File: src/rtl/mmcm_ps_stepper.sv
// Walks the MMCM fine phase shift to an absolute target by the shortest path around the circle,
// one PSEN/PSDONE handshake per step, tracking position and flagging timeouts and lock loss.
module mmcm_ps_stepper #(
  parameter int unsigned POS_W            = 16,
  parameter int unsigned STEPS_PER_PERIOD = 560,
  parameter int unsigned TIMEOUT          = 64
) (
  input  logic             free_run_clk,
  input  logic             free_run_rst,
  input  logic             locked,
  input  logic             cmd_valid,
  output logic             cmd_ready,
  input  logic [POS_W-1:0] cmd_target,
  output logic             ps_en,
  output logic             ps_incdec,
  input  logic             ps_done,
  output logic [POS_W-1:0] cur_pos,
  output logic             busy,
  output logic             done,
  output logic             err_range,
  output logic             err_timeout
);

  localparam int unsigned      CNT_W    = $clog2(TIMEOUT + 1);
  localparam logic [POS_W:0]   N_EXT    = (POS_W+1)'(STEPS_PER_PERIOD);
  localparam logic [POS_W:0]   HALF_EXT = (POS_W+1)'(STEPS_PER_PERIOD / 2);
  localparam logic [POS_W-1:0] N_LAST   = POS_W'(STEPS_PER_PERIOD - 1);
  localparam logic [CNT_W-1:0] CNT_MAX  = CNT_W'(TIMEOUT);

  typedef enum logic [2:0] {S_IDLE, S_CALC, S_STEP, S_WAIT, S_DONE} state_e;

  state_e             state_q, state_d;
  logic [POS_W-1:0]   target_q, target_d;
  logic [POS_W-1:0]   cur_pos_q, cur_pos_d;
  logic [POS_W-1:0]   remaining_q, remaining_d;
  logic               incdec_q, incdec_d;
  logic [CNT_W-1:0]   cnt_q, cnt_d;
  logic               err_range_q, err_range_d;
  logic               err_timeout_q, err_timeout_d;
  logic [POS_W:0]     diff;

  always_ff @(posedge free_run_clk or posedge free_run_rst) begin
    if (free_run_rst) begin
      state_q       <= S_IDLE;
      target_q      <= '0;
      cur_pos_q     <= '0;
      remaining_q   <= '0;
      incdec_q      <= 1'b0;
      cnt_q         <= '0;
      err_range_q   <= 1'b0;
      err_timeout_q <= 1'b0;
    end else begin
      state_q       <= state_d;
      target_q      <= target_d;
      cur_pos_q     <= cur_pos_d;
      remaining_q   <= remaining_d;
      incdec_q      <= incdec_d;
      cnt_q         <= cnt_d;
      err_range_q   <= err_range_d;
      err_timeout_q <= err_timeout_d;
    end
  end

  always_comb begin
    state_d       = state_q;
    target_d      = target_q;
    cur_pos_d     = cur_pos_q;
    remaining_d   = remaining_q;
    incdec_d      = incdec_q;
    cnt_d         = cnt_q;
    err_range_d   = 1'b0;
    err_timeout_d = err_timeout_q;

    // Forward distance modulo N, one bit wider so target + N cannot overflow.
    if (target_q >= cur_pos_q) diff = {1'b0, target_q} - {1'b0, cur_pos_q};
    else                       diff = {1'b0, target_q} + N_EXT - {1'b0, cur_pos_q};

    case (state_q)
      S_IDLE: begin
        if (cmd_valid && cmd_ready) begin
          if ({1'b0, cmd_target} >= N_EXT) begin
            err_range_d = 1'b1;
          end else begin
            target_d      = cmd_target;
            err_timeout_d = 1'b0;
            state_d       = S_CALC;
          end
        end
      end
      S_CALC: begin
        if (diff == '0) begin
          state_d = S_DONE;
        end else if (diff <= HALF_EXT) begin
          incdec_d    = 1'b1;
          remaining_d = diff[POS_W-1:0];
          state_d     = S_STEP;
        end else begin
          incdec_d    = 1'b0;
          remaining_d = POS_W'(N_EXT - diff);
          state_d     = S_STEP;
        end
      end
      S_STEP: begin
        cnt_d   = CNT_W'(1);
        state_d = S_WAIT;
      end
      S_WAIT: begin
        if (ps_done) begin
          if (incdec_q) cur_pos_d = (cur_pos_q == N_LAST) ? '0 : cur_pos_q + 1'b1;
          else          cur_pos_d = (cur_pos_q == '0) ? N_LAST : cur_pos_q - 1'b1;
          remaining_d = remaining_q - 1'b1;
          state_d     = (remaining_q == POS_W'(1)) ? S_DONE : S_STEP;
        end else if (cnt_q == CNT_MAX) begin
          err_timeout_d = 1'b1;
          state_d       = S_IDLE;
        end else begin
          cnt_d = cnt_q + 1'b1;
        end
      end
      S_DONE:  state_d = S_IDLE;
      default: state_d = S_IDLE;
    endcase

    // Relock brings the MMCM back to zero phase, so position tracking restarts there.
    if (!locked) begin
      state_d     = S_IDLE;
      cur_pos_d   = '0;
      remaining_d = '0;
    end
  end

  assign cmd_ready   = (state_q == S_IDLE) && locked;
  assign ps_en       = (state_q == S_STEP);
  assign ps_incdec   = incdec_q;
  assign cur_pos     = cur_pos_q;
  assign busy        = (state_q == S_CALC) || (state_q == S_STEP) || (state_q == S_WAIT);
  assign done        = (state_q == S_DONE);
  assign err_range   = err_range_q;
  assign err_timeout = err_timeout_q;

endmodule

File: config.mk
export PLATFORM = sky130hd
export DESIGN_NAME = mmcm_ps_stepper
export DESIGN_NICKNAME = d
export VERILOG_FILES = /design/src/rtl/mmcm_ps_stepper.sv
export SDC_FILE = /design/constraint.sdc
export NUM_CORES = 1
export LEC_CHECK = 0
export ABC_AREA = 0
export CORE_UTILIZATION = 45
export DETAILED_ROUTE_END_ITERATION = 10
export DONT_BUFFER_PORTS = 1
export PLACE_DENSITY = 0.63
export REMOVE_ABC_BUFFERS = 1
export SLEW_MARGIN = 10
export SYNTH_ARGS = -nofsm -noshare
export SYNTH_HDL_FRONTEND = slang
export SYNTH_SLANG_ARGS = --single-unit
File: constraint.sdc
create_clock -name free_run_clk -period 4.8 [get_ports free_run_clk]
set_clock_uncertainty 0.1 [all_clocks]
set_input_delay 0.96 -clock free_run_clk [delete_from_list [all_inputs] [get_ports free_run_clk]]
set_output_delay 0.96 -clock free_run_clk [all_outputs]
set_load 0.005 [all_outputs]
==> results of run 1 <==
==> placed cells by master, fill, tap and decap left out, types with 5 or more instances in the layout <==
cell type / count
o21ai_0: 73
nand2_1: 72
nor2_1: 71
inv_1: 70
dfrtp_1: 61
ha_1: 43
a21oi_1: 39
nand3_1: 33
nor3_1: 27
buf_4: 27
xnor2_1: 24
and3_1: 15
a31oi_1: 14
nand4_1: 13
nand2b_1: 12
mux2i_1: 12
a211oi_1: 12
nor2b_1: 12
fa_1: 12
xor2_1: 11
nor4_1: 11
or3_1: 10
o31ai_1: 10
mux2_2: 9
o22ai_1: 9
clkbuf_16: 9
nor3b_1: 7
a22oi_1: 6
a21o_1: 5
a211o_1: 5
and2_1: 5
o211ai_1: 5
or2_2: 5
a221oi_1: 5
==> routing by layer <==
layer / track usage (%) / routed length, um
met3: 4.35 / 1140
met4: 11.1 / 509
met2: 44.0 / 9400
met1: 36.8 / 8990
met5: 0 / 0
==> per-stage QoR <==
stage          setup WS [ns]  instance area, um2  total power, mW  utilization, %  cells
2_1_floorplan          0.688                6550             1.01               -    815
6_report               0.239                7340             1.89            50.5   1042
3_5_place_dp           0.156                6980             1.15            48.0   1025
4_1_cts                0.139                7300             1.88            50.2   1041
5_1_grt               0.0261                7340             1.98            50.5   1042
3_3_place_gp           0.285                6980             1.14            48.0   1025
==> registers in the layout, summed over array words and instances (netlist names) <==
signal and count:
ps_incdec 1, cnt_q 7, cur_pos 16, state_q 3, err_range 1, target_q 16
remaining_q 16, err_timeout 1
==> critical path: stages (launching register included) <==
cell and delay [ns]:
dfrtp_1 0.51, inv_1 0.15, ha_1 0.44, ha_1 0.31
a211o_1 0.31, a21oi_1 0.36, o21ai_0 0.27, a211oi_1 0.41
xor2_1 0.41, o32ai_4 0.23, nand4_2 0.19, a21oi_4 0.12
buf_4 0.20, o21a_1 0.17, a311o_1 0.26
==> timing repair <==
action,4_1_cts,5_1_grt
buffers inserted,0,1
resized for setup,0,7
setup endpoints to repair,0,16
==> cell families (layout without fill, tap and decap cells) <==
kind of cell,count (synthesis),after routing,synth area share (%)
AOI/OAI and AO/OA,248,248,25.7
xor gates and xnor gates,35,35,4.59
adders and majority gates,56,56,11.9
buffers and inverters,99,114,6.01
DFF,61,61,22.8
muxes,23,23,3.86
and+or+nand+nor,321,321,25.0
==> power breakdown <==
group | switching (mW) | internal [mW] | leakage [nW]
Sequential | 0.0260 | 0.544 | 0.784
Combinational | 0.363 | 0.233 | 2.14
Clock | 0.252 | 0.469 | 0.152
Total | 0.640 | 1.25 | 3.08
==> cell type report <==
cell class	instances	area, um2	area share, %
Clock inverter	5	83.8	1.14
Inverter	71	267	3.63
Timing Repair Buffer	27	203	2.76
Tap cell	184	230	3.14
Multi-Input combinational cell	683	4790	65.2
Sequential cell	61	1530	20.8
Clock buffer	11	243	3.31
==> path summary, 6_finish.rpt <==
check | end | startpoint | cells after the start | slack, ns
max | remaining_q[12] | cur_pos[3] | 14 | 0.24
min | remaining_q[14] | remaining_q[14] | 2 | 0.42
max reg2reg | remaining_q[12] | cur_pos[3] | 14 | 0.24
min reg2reg | remaining_q[14] | remaining_q[14] | 2 | 0.42
max in group asynchronous | target_q[9] | free_run_rst | 2 | 3.44
min in group asynchronous | err_range | free_run_rst | 2 | 0.65
==> impl_results.md, run 1 <==
- Distinct cells, synth: between 80 and 90
- Port Buffers: 0
- Routability cong.: between 0.9 and 1
- Core Region: between 10,000 and 15,000 um2
- DR vias: around 6,600
- Max-Cap Viols: 0
- Die Span X: roughly 120 um
- Period utilization: roughly 95%
- Initial antenna violation count: 0
- First-pass GRT wire length: about 32 mm
- Clock sink count: just over 60
- Synth warnings: 0
- Post-CTS Hold Fix Bufs: 0
- Vias in the first global route: 6,265
- Most frequent cells after synthesis: o21ai_0, nand2_1, inv_1, nor2_1, dfrtp_1
- Post-route DRC: 0
- Avg Synthesized Cell Area: 7.93 um2
- CTS tree: built
- Fin crit period: 4.56 ns
- Layout cells sized above 1: under 10%
- Vias per cell: 6.29
- Reg clk slew, reported paths: around 0.060 ns
- Post-synth EDFFs: 0
- Share of the synthesized area in the top cell type: 22.8%
- Leakage power: around 3.1 nW
- FMAX: between 200 and 250 MHz
- Antenna viol nets, final: 0
- Pin count of the biggest net entering global routing: 62
- Number of fill cells in the layout: 1,430
- Critical path required time: between 4 and 5 ns
- Critical Path Fanout Max: 10
- DR WL/cell: ~19 um
- I/O Pins: 44
- Die height: between 100 and 150 um
- Die footprint: approximately 15,000 um2
- Yosys top cell by area: dfrtp_1
- Gr usage total: between 20 and 30%
- Power per cell area: roughly 260 nW/um2
- RSZ-0062 raised after global routing: false
- Setup Crit Path Kind: register to register
- Longest Clk Path Bufs: 2
- Startpoint Class: register
- Number of buffers created by CTS: 9
- Number of synthesized register bits: about 60
- TritonRoute pass-1 iters: 6
- Cell Rows: 44
- Iteration-0 DRC count of the detailed router: 509
- FFs w/ async S/R, synth: 100%
- Share of the yosys chip area belonging to registers: 22.8%
- Layout net count: slightly above 900
- Post-Syn Instances: ~840
- Clk Latency, worst-skew pair: ~0.34 ns
- Hold Crit Class: register to register
- # diodes: 0
- Synth area leaders: dfrtp_1, ha_1, o21ai_0, nand2_1, inv_1
- Initial Utilization: between 40% and 50%
- Setup TNS: 0 ns
- Final WL: approximately 20 mm
- Worst slew pin tran: 0.877 ns
- Setup Viol. Count Final: 0
- Rel. slew slack: around 41%
- Area Overhead vs Synth: 9.83%
- Predominant post-synthesis flop cell: dfrtp_1
- Slew Limit Fails: 0
- Leading cell type by number of instances after synthesis: o21ai_0
- H-tree depth: 3
- Critical Path Sink Type: register
- Crit path DAT: 4.69 ns
- Root buf cell: clkbuf_16
- Status: finished, final reports clean
- VDD IR max: 0.000189 V
- Worst Hold Margin: about 0.42 ns
- Final hold vios: 0
- Post-DP HPWL: approximately 16 mm
- Gr ovfl total: 0
- Cell Area, Synth: 6690 um2
No activity file was read; power rests on OpenSTA's default activity.
==> run 2, diff against run 1 <==
--- a/config.mk
+++ b/config.mk
@@ -6,6 +6,7 @@
 export NUM_CORES = 1
 export LEC_CHECK = 0
 export ABC_AREA = 0
+export CAP_MARGIN = 20
 export CORE_UTILIZATION = 45
 export DETAILED_ROUTE_END_ITERATION = 10
 export DONT_BUFFER_PORTS = 1
==> results of run 2 <==
Final layout, timing and power as in run 1 (identical DEF).
==> run 3, diff against run 2 <==
==> constraint.sdc (replaced) <==
create_clock -name free_run_clk -period 4.8 [get_ports free_run_clk]
set_clock_uncertainty 0.1 [all_clocks]
set_input_delay 1.44 -clock free_run_clk [delete_from_list [all_inputs] [get_ports free_run_clk]]
set_output_delay 1.44 -clock free_run_clk [all_outputs]
set_load 0.005 [all_outputs]
==> impl_results.md, run 3 (synthesis results as in run 1) <==
- FF-to-FF End: remaining_q[12] (unchanged)
- Max-Cap Viols: 0 (unchanged)
- Reg clk slew, reported paths: 0.06 ns (about the same)
- Highest routed layer: met4 (unchanged)
- Die height: 124 um (unchanged)
- Vias per cell: 6.32 (was 6.29)
- Metal-1 WL: 8.82 mm (was 8.99 mm)
- Critical Path Fanout Max: 10 (unchanged)
- Fin crit period: 4.54 ns (was 4.56 ns)
- Cell Rows: 44 (unchanged)
- Number of buffers created by CTS: 9 (unchanged)
- Multi-input logic area: 4780 um2 (was 4790 um2)
- DR WL/cell: 19.2 um (about the same)
- Worst slew pin tran: 0.855 ns (was 0.877 ns)
- Antenna viol nets, final: 0 (unchanged)
- Most frequent cells in the layout: o21ai_0, nand2_1, nor2_1, inv_1, dfrtp_1 (unchanged)
- Critical Path Sink Type: register (unchanged)
- Status: finished, final reports clean (unchanged)
- Pre-CTS setup slack: 0.202 ns (was 0.156 ns)
- Post-CTS Hold Fix Bufs: 0 (unchanged)
- Post-DP HPWL: 15.4 mm (was 15.6 mm)
- Iteration-0 DRC count of the detailed router: 536 (was 509)
- Root buf cell: clkbuf_16 (unchanged)
- Setup Viol. Count Final: 0 (unchanged)
- Die Span X: 124 um (unchanged)
- DR vias: 6,580 (was 6,558)
- Post-route DRC: 0 (unchanged)
- Initial antenna violation count: 0 (unchanged)
- FMAX: 220 MHz (was 219 MHz)
- I/O Pins: 44 (unchanged)
- Final WL: 20.0 mm (about the same)
- First-pass GRT wire length: 31.7 mm (was 32.3 mm)
- Vias in the first global route: 6,321 (was 6,265)
- R2R cell count: 14 (unchanged)
- Cell Count, Final, Fillers Out: 1,041 (was 1,042)
- Clk Latency, worst-skew pair: 0.35 ns (was 0.34 ns)
- CTS tree: built (unchanged)
- Longest Clk Path Bufs: 2 (unchanged)
- # diodes: 0 (unchanged)
- Gr usage total: 27.0% (was 27.4%)
- Worst Hold Margin: 0.419 ns (was 0.421 ns)
- Setup ws final: 0.258 ns (was 0.239 ns)
- Core Region: 14,500 um2 (unchanged)
- Slowest-stage cell, CP: fa_1 (was dfrtp_1)
- H-tree depth: 3 (unchanged)
- HP Start: remaining_q[14] (unchanged)
- Most common cell after layout, fill and taps aside: o21ai_0 (unchanged)
- Register area: 1530 um2 (unchanged)
- Startpoint Class: register (unchanged)
- Rel. slew slack: 42.4% (was 41.0%)
- WHS Path Cells: 2 (unchanged)
- Gr ovfl total: 0 (unchanged)
- Cell total after placement: 1,024 (was 1,025)
- Initial Utilization: 46.0% (unchanged)
- Pin count of the biggest net entering global routing: 35 (was 62)
- Routability cong.: 0.982 (was 0.956)
- Die footprint: 15,300 um2 (unchanged)
- Largest stage delay on the critical path: 0.44 ns (was 0.51 ns)
- Power per cell area: 245 nW/um2 (was 257 nW/um2)
- Clock sink count: 61 (unchanged)
- Number of fill cells in the layout: 1,417 (was 1,430)
- Setup Crit Path Kind: register to register (unchanged)
- Area Overhead vs Synth: 8.93% (was 9.83%)
- Crit path DAT: 4.68 ns (was 4.69 ns)
- Routed met2 length: 9.29 mm (was 9.40 mm)
- Hold endpoint: remaining_q[14] (unchanged)
- Design area: 7280 um2 (was 7340 um2)
- VDD IR max: 0.000242 V (was 0.000189 V)
- Layout net count: 929 (was 930)
- Hold Crit Class: register to register (unchanged)
- Dpl cell area: 6970 um2 (was 6980 um2)
- Leakage power: 3.05 nW (was 3.08 nW)
- Fin util: 50.1% (was 50.5%)
- Port Buffers: 0 (unchanged)
- RR Startpoint: cur_pos[1] (was cur_pos[3])
- Period utilization: 94.6% (was 95.0%)
- Final hold vios: 0 (unchanged)
- Met3 Wirelength: 1.18 mm (was 1.14 mm)
- Slew Limit Fails: 0 (unchanged)
- Worst R2R Setup Slack: 0.26 ns (was 0.24 ns)
- Critical path required time: 4.94 ns (was 4.93 ns)
- TritonRoute pass-1 iters: 5 (was 6)
- Cell Chain, Critical Path: inv_1 -> ha_1 -> ha_1 -> fa_1 -> a21o_1 -> a22oi_1 -> o221ai_1 -> a221oi_2 -> nand3_1 -> o32ai_4 -> nand4_2 -> nand2_1 -> nand2_1 -> a311o_1 (was inv_1 -> ha_1 -> ha_1 -> a211o_1 -> a21oi_1 -> o21ai_0 -> a211oi_1 -> xor2_1 -> o32ai_4 -> nand4_2 -> a21oi_4 -> buf_4 -> o21a_1 -> a311o_1)
- Layout cells sized above 1: 9.57% (was 9.79%)
==> run 3: cell types whose count changed in the layout (fill, tap and decap cells not counted) <==
| cell | before | now |
|---|---|---|
| clkinv_2 | 0 | 1 |
| a211oi_1 | 12 | 13 |
| clkinvlp_4 | 2 | 3 |
| buf_4 | 27 | 26 |
| bufinv_16 | 2 | 0 |
| a211oi_2 | 1 | 0 |
==> run 3: per-layer routing <==
metal	track usage [%]	vias to the layer above
li1	-	3125
met1	35.4	3147
met2	43.4	262
met3	3.66	46
met4	13.9	0
met5	0	-
==> run 3: worst max-delay path: cells and delay by family (launching register included) <==
kind                     cells  cell delay [ns]
AO/OA/AOI/OAI                6             1.74
buffers and inverters        1             0.15
flip-flops                   1             0.42
AND/OR/NAND/NOR              4             0.92
adder cells (fa/ha/maj)      3             1.10
==> run 3: layout make-up <==
type,instances,share of cell area [%]
clock buffer,11,3.33
clock inverter,5,0.498
inverter,71,3.66
multi-input combinational,683,65.7
sequential,61,21.0
tap,184,3.16
timing repair buffer,26,2.68
==> run 3: stage by stage <==
step           TNS (ns)  power (mW)
2_1_floorplan         0        1.01
3_3_place_gp          0        1.14
3_5_place_dp          0        1.15
4_1_cts               0        1.78
5_1_grt         -0.0446        1.87
6_report              0        1.79
==> run 3: worst max path at each step <==
| stage | from | to | slack (ns) | cells after the start |
|---|---|---|---|---|
| final | cur_pos[1] | remaining_q[12] | 0.26 | 14 |
| after global routing | cur_pos[1] | remaining_q[12] | -0.04 | 14 |
| after CTS | cur_pos[1] | remaining_q[6] | 0.17 | 14 |
| after detailed placement | cur_pos[1] | remaining_q[6] | 0.20 | 14 |
| after global placement | cur_pos[1] | remaining_q[14] | 0.31 | 14 |
| after floorplan | cur_pos[6] | remaining_q[12] | 0.69 | 14 |
==> run 3: power by group <==
part           internal, mW  switching, mW  leakage [nW]  total (mW)
clock network         0.363          0.263         0.128       0.626
registers             0.544         0.0256         0.784       0.570
logic                 0.232          0.357          2.14       0.589
total                  1.14          0.646          3.05        1.79
==> run 3: timing repair <==
item	in CTS	in global routing
endpoints found under the setup margin	0	16
buffers inserted	0	1
hold endpoints to repair	0	0
resized for setup	0	6
